[src/rtl/parity_frame_pkg.sv]
// Shared types for the multi-channel streaming parity frame checker.
package parity_frame_pkg;

  typedef enum logic [1:0] {IDLE, ACC, HOLD} pf_state_e;
  typedef enum logic {PAR_EVEN = 1'b0, PAR_ODD = 1'b1} pf_mode_e;

endpackage

[src/rtl/parity_frame_chan.sv]
// One channel: frame FSM, running parity, saturating beat count and a
// single-entry result register released by out_ready.
module parity_frame_chan
  import parity_frame_pkg::*;
#(
  parameter int W       = 32,
  parameter int MAX_LEN = 256,
  parameter int LW      = $clog2(MAX_LEN + 1)
) (
  input  logic          clk,
  input  logic          rst_n,
  input  logic          mode_odd,
  input  logic          in_valid,
  output logic          in_ready,
  input  logic [W-1:0]  in_data,
  input  logic          in_last,
  input  logic          in_exp,
  output logic          out_valid,
  input  logic          out_ready,
  output logic          out_parity,
  output logic          out_err,
  output logic          out_ovf,
  output logic [LW-1:0] out_len
);

  pf_state_e       state, state_nx;
  pf_mode_e        mode;
  logic            acc, acc_nx;
  logic [LW-1:0]   len, len_nx;
  logic            ovf, ovf_nx;
  logic            accept;
  logic            first;

  function automatic logic [LW-1:0] sat_inc(input logic [LW-1:0] v);
    return (v >= LW'(MAX_LEN)) ? LW'(MAX_LEN) : v + LW'(1);
  endfunction

  assign mode     = pf_mode_e'(mode_odd);
  assign in_ready = (state != HOLD) | out_ready;
  assign accept   = in_valid & in_ready;
  // Any beat accepted outside ACC opens a new frame, including the
  // release-and-restart case in HOLD.
  assign first    = (state != ACC);

  always_comb begin
    state_nx = state;
    acc_nx   = acc;
    len_nx   = len;
    ovf_nx   = ovf;
    if (accept) begin
      if (first) begin
        acc_nx = (^in_data) ^ (mode == PAR_ODD);
        len_nx = LW'(1);
        ovf_nx = 1'b0;
      end else begin
        acc_nx = acc ^ (^in_data);
        len_nx = sat_inc(len);
        ovf_nx = ovf | (len == LW'(MAX_LEN));
      end
      state_nx = in_last ? HOLD : ACC;
    end else if ((state == HOLD) && out_ready) begin
      state_nx = IDLE;
    end
  end

  always_ff @(posedge clk or negedge rst_n) begin
    if (!rst_n) begin
      state      <= IDLE;
      acc        <= 1'b0;
      len        <= '0;
      ovf        <= 1'b0;
      out_valid  <= 1'b0;
      out_parity <= 1'b0;
      out_err    <= 1'b0;
      out_ovf    <= 1'b0;
      out_len    <= '0;
    end else begin
      state <= state_nx;
      acc   <= acc_nx;
      len   <= len_nx;
      ovf   <= ovf_nx;
      if (accept && in_last) begin
        out_valid  <= 1'b1;
        out_parity <= acc_nx;
        out_err    <= acc_nx ^ in_exp;
        out_ovf    <= ovf_nx;
        out_len    <= len_nx;
      end else if (out_ready) begin
        out_valid  <= 1'b0;
      end
    end
  end

endmodule

[config.mk]
export PLATFORM = sky130hd
export DESIGN_NAME = parity_frame_chan
export DESIGN_NICKNAME = d
export VERILOG_FILES = /design/src/rtl/parity_frame_pkg.sv /design/src/rtl/parity_frame_chan.sv
export SDC_FILE = /design/constraint.sdc
export NUM_CORES = 1
export LEC_CHECK = 0
export ABC_AREA = 1
export BUFFER_PORTS_ARGS = -buffer_cell sky130_fd_sc_hd__buf_4
export CORE_AREA = 2 2 59 117
export DETAILED_ROUTE_END_ITERATION = 12
export DIE_AREA = 0 0 61 119
export PLACE_DENSITY = 0.55
export SLEW_MARGIN = 5
export SYNTH_ARGS = -nofsm -noshare
export SYNTH_HDL_FRONTEND = slang
export SYNTH_SLANG_ARGS = --single-unit
[constraint.sdc]
create_clock -name clk -period 1.9 [get_ports clk]
set_input_delay 0.095 -clock clk [delete_from_list [all_inputs] [get_ports clk]]
set_output_delay 0.095 -clock clk [all_outputs]
set_load 0.02 [all_outputs]
==> flow_summary.yaml, run 1 <==
outcome:
  outcome: "finished clean"
yosys:
  ys_top_cells_by_area: "dfrtp_1 35%, nand2_1 32%, inv_1 8.6%, nand3_1 2.9%, xnor2_1 2.8%"
  yosys_warnings: 0
  syn_avg_cell_area_um2: 6.27
  ys_ff_latch: 26
  synthTopCellsByCount: "157 x nand2_1, 43 x inv_1, 26 x dfrtp_1, 11 x nand3_1, 10 x o21ai_0"
  netlist.area_leader.share_pct: 34.8
  yosysTopAreaCell: "dfrtp_1"
  synthCells: 298
  synth_edf_count: 0
  synthesis.area_um2: 1870
  synthFlopType: "dfrtp_1"
  synth_cell_types: 28
  yosysSeqAreaShare_pct: 34.8
  synth-async-reset-ratio_pct: 100
  syn_nets: 339
  synth_most_common_cell: "nand2_1"
worst_hold_path:
  holdPathStages: 2
  min_from: "out_ready"
  holdPathEnd: "out_valid"
  hp-class: "input port to flip-flop"
setup_path:
  crit_type: "flip-flop to flip-flop"
  reg2reg_slack_ps: 240
  crit_arrival_ps: 1810
  critPathMostFrequentCell: "nand2_1"
  r2r_cells: 15
  slowest_delay_ps: 360
  critPathLaunchType: "flip-flop"
  path_cells: "inv_1 -> nand2_4 -> nand2_2 -> o21ai_2 -> or2_1 -> nand2_1 -> inv_1 -> nand2_1 -> nand2_1 -> nand3_1 -> nand2_1 -> nand2_1 -> nand3_1 -> nand3_1 -> nand2_1"
  r2r-end: "out_err"
  crit-reg2reg-launch: "state[1]"
  critPathCaptureType: "flip-flop"
  crit_family: "simple AND/OR/NAND/NOR gates"
  cp.required_ps: 2050
  path_max_fanout: 7
  cpMaxStageDelayCell: "dfrtp_1"
  crit_buf_inv: 2
clock_network:
  cts_resized: 0
  clock_latency_ps: 260
  cts_sinks: 26
  cts_root_buffer: "clkbuf_16"
  clockBufferDepth: 2
  clk_pin_slew_ps: 60
  htreeDepth: 1
  tritoncts: "yes"
  cts_buffers: 3
  cts-hold-fix-buffers: 1
  post_cts_buffers: 0
power_and_ir_drop:
  ir_drop_uv: 493
  powerDensity_nw_per_um2: 749
  leakagePower_uw: 0.00143
sta:
  hold_slack_ps: 40.6
  drv_slew: 0
  fin_setup_tns_ps: 0
  rsz0062_at_grt: "false"
  max_freq_mhz: 602
  finClkSkew_ps: 5.11
  timing.final.crit_share_pct: 87.5
  setup_viol: 0
  tightest_slew_ps: 336
  min_period_ps: 1660
  slew_headroom_pct: 77.3
  hold_viol: 0
placed_design:
  port_buffers: 52
  gp_congestion: 0.822
  placed_area_um2: 2370
  dp_hpwl_mm: 3.35
die:
  initial_core_util_pct: 28.9
  dieArea_um2: 7260
  ioPinCount: 53
  dieHeight_um: 119
  rows: 42
  core_um2: 6460
  die_w_um: 61
final_layout:
  syn_to_final_growth_pct: 33.0
  final_core_util_pct: 38.4
  fill_cells: 711
  drive_gt1_share_pct: 18.3
  fin_nets: 398
  stdcell_area_um2: 2480
  n_antenna_cell: 0
detailed_routing:
  dr.pass1.iters: 5
  num_vias: 1897
  post_drt_wl_per_cell_um: 9.35
  drt_iter0_drc: 42
  drc: 0
  wl_mm: 4.15
  ant_nets: 0
  vias_per_cell: 4.27
global_route:
  grtUsageTotal_pct: 12.0
  grt_pass1_wl_mm: 7.03
  grt_max_degree: 27
  grt_overflow_total: 0
  grt_pass1_vias: 1761
  antenna_found_initial: 0
job:
  cap_violations: 0
==> metal layers <==
| metal | vias to the layer above | routed length, um | GRT usage, % |
|---|---|---|---|
| li1 | 1023 | - | - |
| met1 | 816 | 1850 | 15.5 |
| met2 | 54 | 2060 | 20.5 |
| met3 | 4 | 210 | 1.74 |
| met4 | 0 | 31 | 2.85 |
| met5 | - | 0 | 0 |
==> layout make-up <==
type                    count  area (um^2)  area share [%]
multi-input cells         225         1020            41.2
clock buffers               3         75.1            3.02
inverters                  44          165            6.65
well taps                  88          110            4.43
clock inverters             1         30.0            1.21
flip-flops and latches     26          651            26.2
repair buffers             57          430            17.3
==> logic make-up (layout without fill, tap and decap cells) <==
kind of cell | count (synthesis) | after routing | synth area share, %
and+or+nand+nor | 186 | 186 | 39.9
buffers and inverters | 47 | 105 | 10.4
DFF | 26 | 26 | 34.8
AOI/OAI and AO/OA | 25 | 25 | 7.90
xor gates and xnor gates | 12 | 12 | 5.63
adders and majority gates | 2 | 2 | 1.34
==> power by group <==
group | total, uW | internal, uW | switching, uW
combinational | 594 | 246 | 347
sequential | 667 | 624 | 42.9
clock | 600 | 419 | 181
total | 1860 | 1290 | 572
==> registers in the layout (all words and copies together), names as in the netlist <==
register and cells:
out_len 9, len 9, ovf 1, out_parity 1, out_ovf 1, out_valid 1
out_err 1, acc 1, state 2
==> worst max path at each step <==
| stage | cells past startpoint | to | startpoint |
|---|---|---|---|
| 2_1_floorplan | 8 | out_len[0] | state[0] |
| 3_3_place_gp | 15 | out_err | state[1] |
| 3_5_place_dp | 15 | out_err | state[1] |
| 4_1_cts | 15 | out_err | state[1] |
| 5_1_grt | 10 | out_len[8] | len[1] |
| 6_report | 15 | out_err | state[1] |
==> cells in the final DEF (no fill, tap or decap), drive strengths merged <==
master,instances
xor2,6
nor3b,1
o31ai,1
bufinv,1
nor2,6
a31oi,2
xnor2,6
nand2,160
clkbuf,3
a21oi,7
o311ai,1
nand3,11
buf,56
nor3,4
o22ai,1
nor4,1
dlygate4sd3,1
nand3b,1
or2,1
a211oi,1
inv,43
a21boi,1
dfrtp,26
nand4,1
clkinv,1
o21ai,11
ha,2
==> stage by stage <==
| step | std cells | worst slack [ps] | power (uW) |
|---|---|---|---|
| after floorplan | 298 | 331 | 1050 |
| after global placement | 439 | 253 | 1260 |
| after detailed placement | 439 | 233 | 1280 |
| after CTS | 444 | 213 | 1890 |
| after global routing | 444 | 4.23 | 2000 |
| final | 444 | 238 | 1860 |
No activity file was read; power rests on OpenSTA's default activity.
==> inputs of run 2 (changes only) <==
- ABC_AREA: 1 -> not set
- CORE_AREA: 2 2 59 117 -> 2 2 53 104
- DIE_AREA: 0 0 61 119 -> 0 0 55 106
- PLACE_DENSITY: 0.55 -> 0.56
==> run 2 against run 1 <==
Effect of this change: sequential share of layout area increased by 6.5 points; synthesized cell count decreased by 53%; clock-buffer cell count unchanged; fmax decreased by 6.0%; design area decreased by 20%; worst hold slack got worse by 18 ps; largest cell class unchanged.
==> flow_summary.yaml, run 2 <==
power_and_ir_drop:
  p_comb_share_pct: 39.3
  ir_drop_uv: 448
  switching_share_pct: 29.7
  powerDensity_nw_per_um2: 797
  power_uw: 1590
  leakagePower_uw: 0.000954
  power.internal_uw: 1110
  pwr-share-clk_pct: 19.7
  p_sw_uw: 471
  seqPwrFrac_pct: 41.0
yosys:
  synth_edf_count: 0
  netlist.area_leader.share_pct: 44.6
  yosys_warnings: 0
  synthTopCellsByCount: "27 x xnor2_1, 26 x dfrtp_1, 15 x o21ai_0, 13 x nand2_1"
  syn_avg_cell_area_um2: 10.3
  syn_nets: 182
  ys_top_cells_by_area: "dfrtp_1 45%, xnor2_1 16%, mux2_2 7.0%, o21ai_0 5.2%, nand2_1 3.3%"
  synth_most_common_cell: "xnor2_1"
  yosysSeqAreaShare_pct: 44.6
  yosysTopAreaCell: "dfrtp_1"
  ys_ff_latch: 26
  synth-async-reset-ratio_pct: 100
  synth_cell_types: 27
  synthFlopType: "dfrtp_1"
  synthesis.area_um2: 1460
  synthCells: 141
setup_path:
  cp.depth: 6
  crit_arrival_ps: 1930
  path_max_fanout: 4
  crit-reg2reg-launch: "state[0]"
  crit_buf_inv: 0
  setup.worst_path.start: "state[0]"
  r2r-end: "out_err"
  crit_type: "flip-flop to flip-flop"
  crit_family: "XOR/XNOR gates"
  cpMaxStageDelayCell: "dfrtp_1"
  path_cells: "nand2b_4 -> mux2i_1 -> xnor2_1 -> xnor3_2 -> xnor3_1 -> mux2_2"
  critPathCapture: "out_err"
  critPathLaunchType: "flip-flop"
  cp.required_ps: 2060
  slowest_delay_ps: 430
  reg2reg_slack_ps: 130
  critPathCaptureType: "flip-flop"
  r2r_cells: 6
clock_network:
  post_cts_buffers: 0
  cts_root_buffer: "clkbuf_8"
  htreeDepth: 1
  cts_buffers: 3
  cts_sinks: 26
  clock_latency_ps: 270
  clockBufferDepth: 2
  clk_pin_slew_ps: 80
  tritoncts: "yes"
global_route:
  grt_pass1_vias: 1260
  grt_max_degree: 27
  grt_overflow_total: 0
  antenna_found_initial: 0
  grtUsageTotal_pct: 13.2
  grt_pass1_wl_mm: 5.65
final_layout:
  final_cell_mix: "55 x buf_4, 27 x xnor2_1, 26 x dfrtp_1"
  fill_cells: 536
  fin_nets: 240
  n_antenna_cell: 0
  final_common_cell: "buf_4"
  final_cells: 255
  syn_to_final_growth_pct: 36.5
  drive_gt1_share_pct: 35.0
  reg_top3: "len (9), out_len (9), state (2)"
sta:
  max_freq_mhz: 566
  fin_setup_tns_ps: 0
  rsz0062_at_grt: "false"
  tightest_slew_ps: 349
  drv_slew: 0
  hold_viol: 0
  timing.final.crit_share_pct: 93.1
  slew_headroom_pct: 76.5
  finClkSkew_ps: 1.41
  setup_viol: 0
  min_period_ps: 1770
die:
  dieArea_um2: 5830
  die_w_um: 55
  dieHeight_um: 106
  rows: 37
  core_um2: 5090
  initial_core_util_pct: 28.6
  ioPinCount: 53
detailed_routing:
  ant_nets: 0
  drt_iter0_drc: 13
  wl_mm: 3.32
  vias_per_cell: 4.75
  dr.pass1.iters: 4
  num_vias: 1211
  post_drt_wl_per_cell_um: 13.0
  drc: 0
placed_design:
  gp_congestion: 0.818
  port_buffers: 52
  placed_cells: 251
  dp_hpwl_mm: 2.62
job:
  cap_violations: 0
outcome:
  outcome: "finished clean"
worst_hold_path:
  hp-class: "input port to flip-flop"
run 2: metal layers:
metal | routed length [um] | track usage [%] | up-vias
li1 | - | - | 594
met1 | 1120 | 13.9 | 578
met2 | 1960 | 24.0 | 32
met3 | 142 | 1.40 | 7
met4 | 104 | 6.62 | 0
met5 | 0 | 0 | -
run 2: logic make-up (layout without fill, tap and decap cells):
logic type      count (synthesis)  count (layout)  synth area share [%]
simple gates                   36              36                  11.6
xor+xnor                       33              33                  21.8
compound gates                 28              28                  11.0
flops                          26              26                  44.6
mux                            10              10                  7.64
buf+inv                         6              62                  1.63
fa+ha+maj                       2               2                  1.72
run 2: stage by stage:
step | area [um^2] | worst slack [ps] | utilization, % | hold slack [ps]
2_1_floorplan | 1470 | 64.7 | - | -201
3_3_place_gp | 1930 | 105 | 37.9 | 25.4
3_5_place_dp | 1930 | 28.2 | 37.9 | 29.2
4_1_cts | 1980 | 5.67 | 38.9 | 21.2
5_1_grt | 1990 | 17.7 | 39.1 | 44.0
6_report | 1990 | 132 | 39.1 | 22.6
run 2: cell type report:
type                            instances  area [um^2]  share of cell area (%)
Clock buffer                            3         41.3                    2.08
Inverter                                3         11.3                   0.566
Multi-Input combinational cell        109          791                    39.7
Sequential cell                        26          651                    32.7
Tap cell                               58         72.6                    3.65
Timing Repair Buffer                   56          423                    21.3
run 2: power by group through the flow:
stage	sequential [uW]	clock [uW]	combinational (uW)
4_1_cts	649	322	635
3_3_place_gp	659	0	620
6_report	649	312	624
2_1_floorplan	696	0	393
5_1_grt	659	335	687
3_5_place_dp	661	0	631
run 2: how the worst min path moves through the flow:
stage | cells after the start | slack (ps) | start | to
global placement | 1 | 30 | rst_n | out_valid
global route | 2 | 40 | in_last | out_len[0]
detailed placement | 1 | 30 | rst_n | out_valid
floorplan | 0 | -200 | rst_n | acc
finish | 2 | 20 | out_ready | out_valid
CTS | 2 | 20 | out_ready | out_valid
run 2: repair_timing:
| action | 4_1_cts | 5_1_grt |
|---|---|---|
| hold buffers | 1 | 0 |
| hold endpoints to repair | 26 | 0 |
| gates resized for setup | 0 | 2 |
| setup endpoints to repair | 0 | 3 |
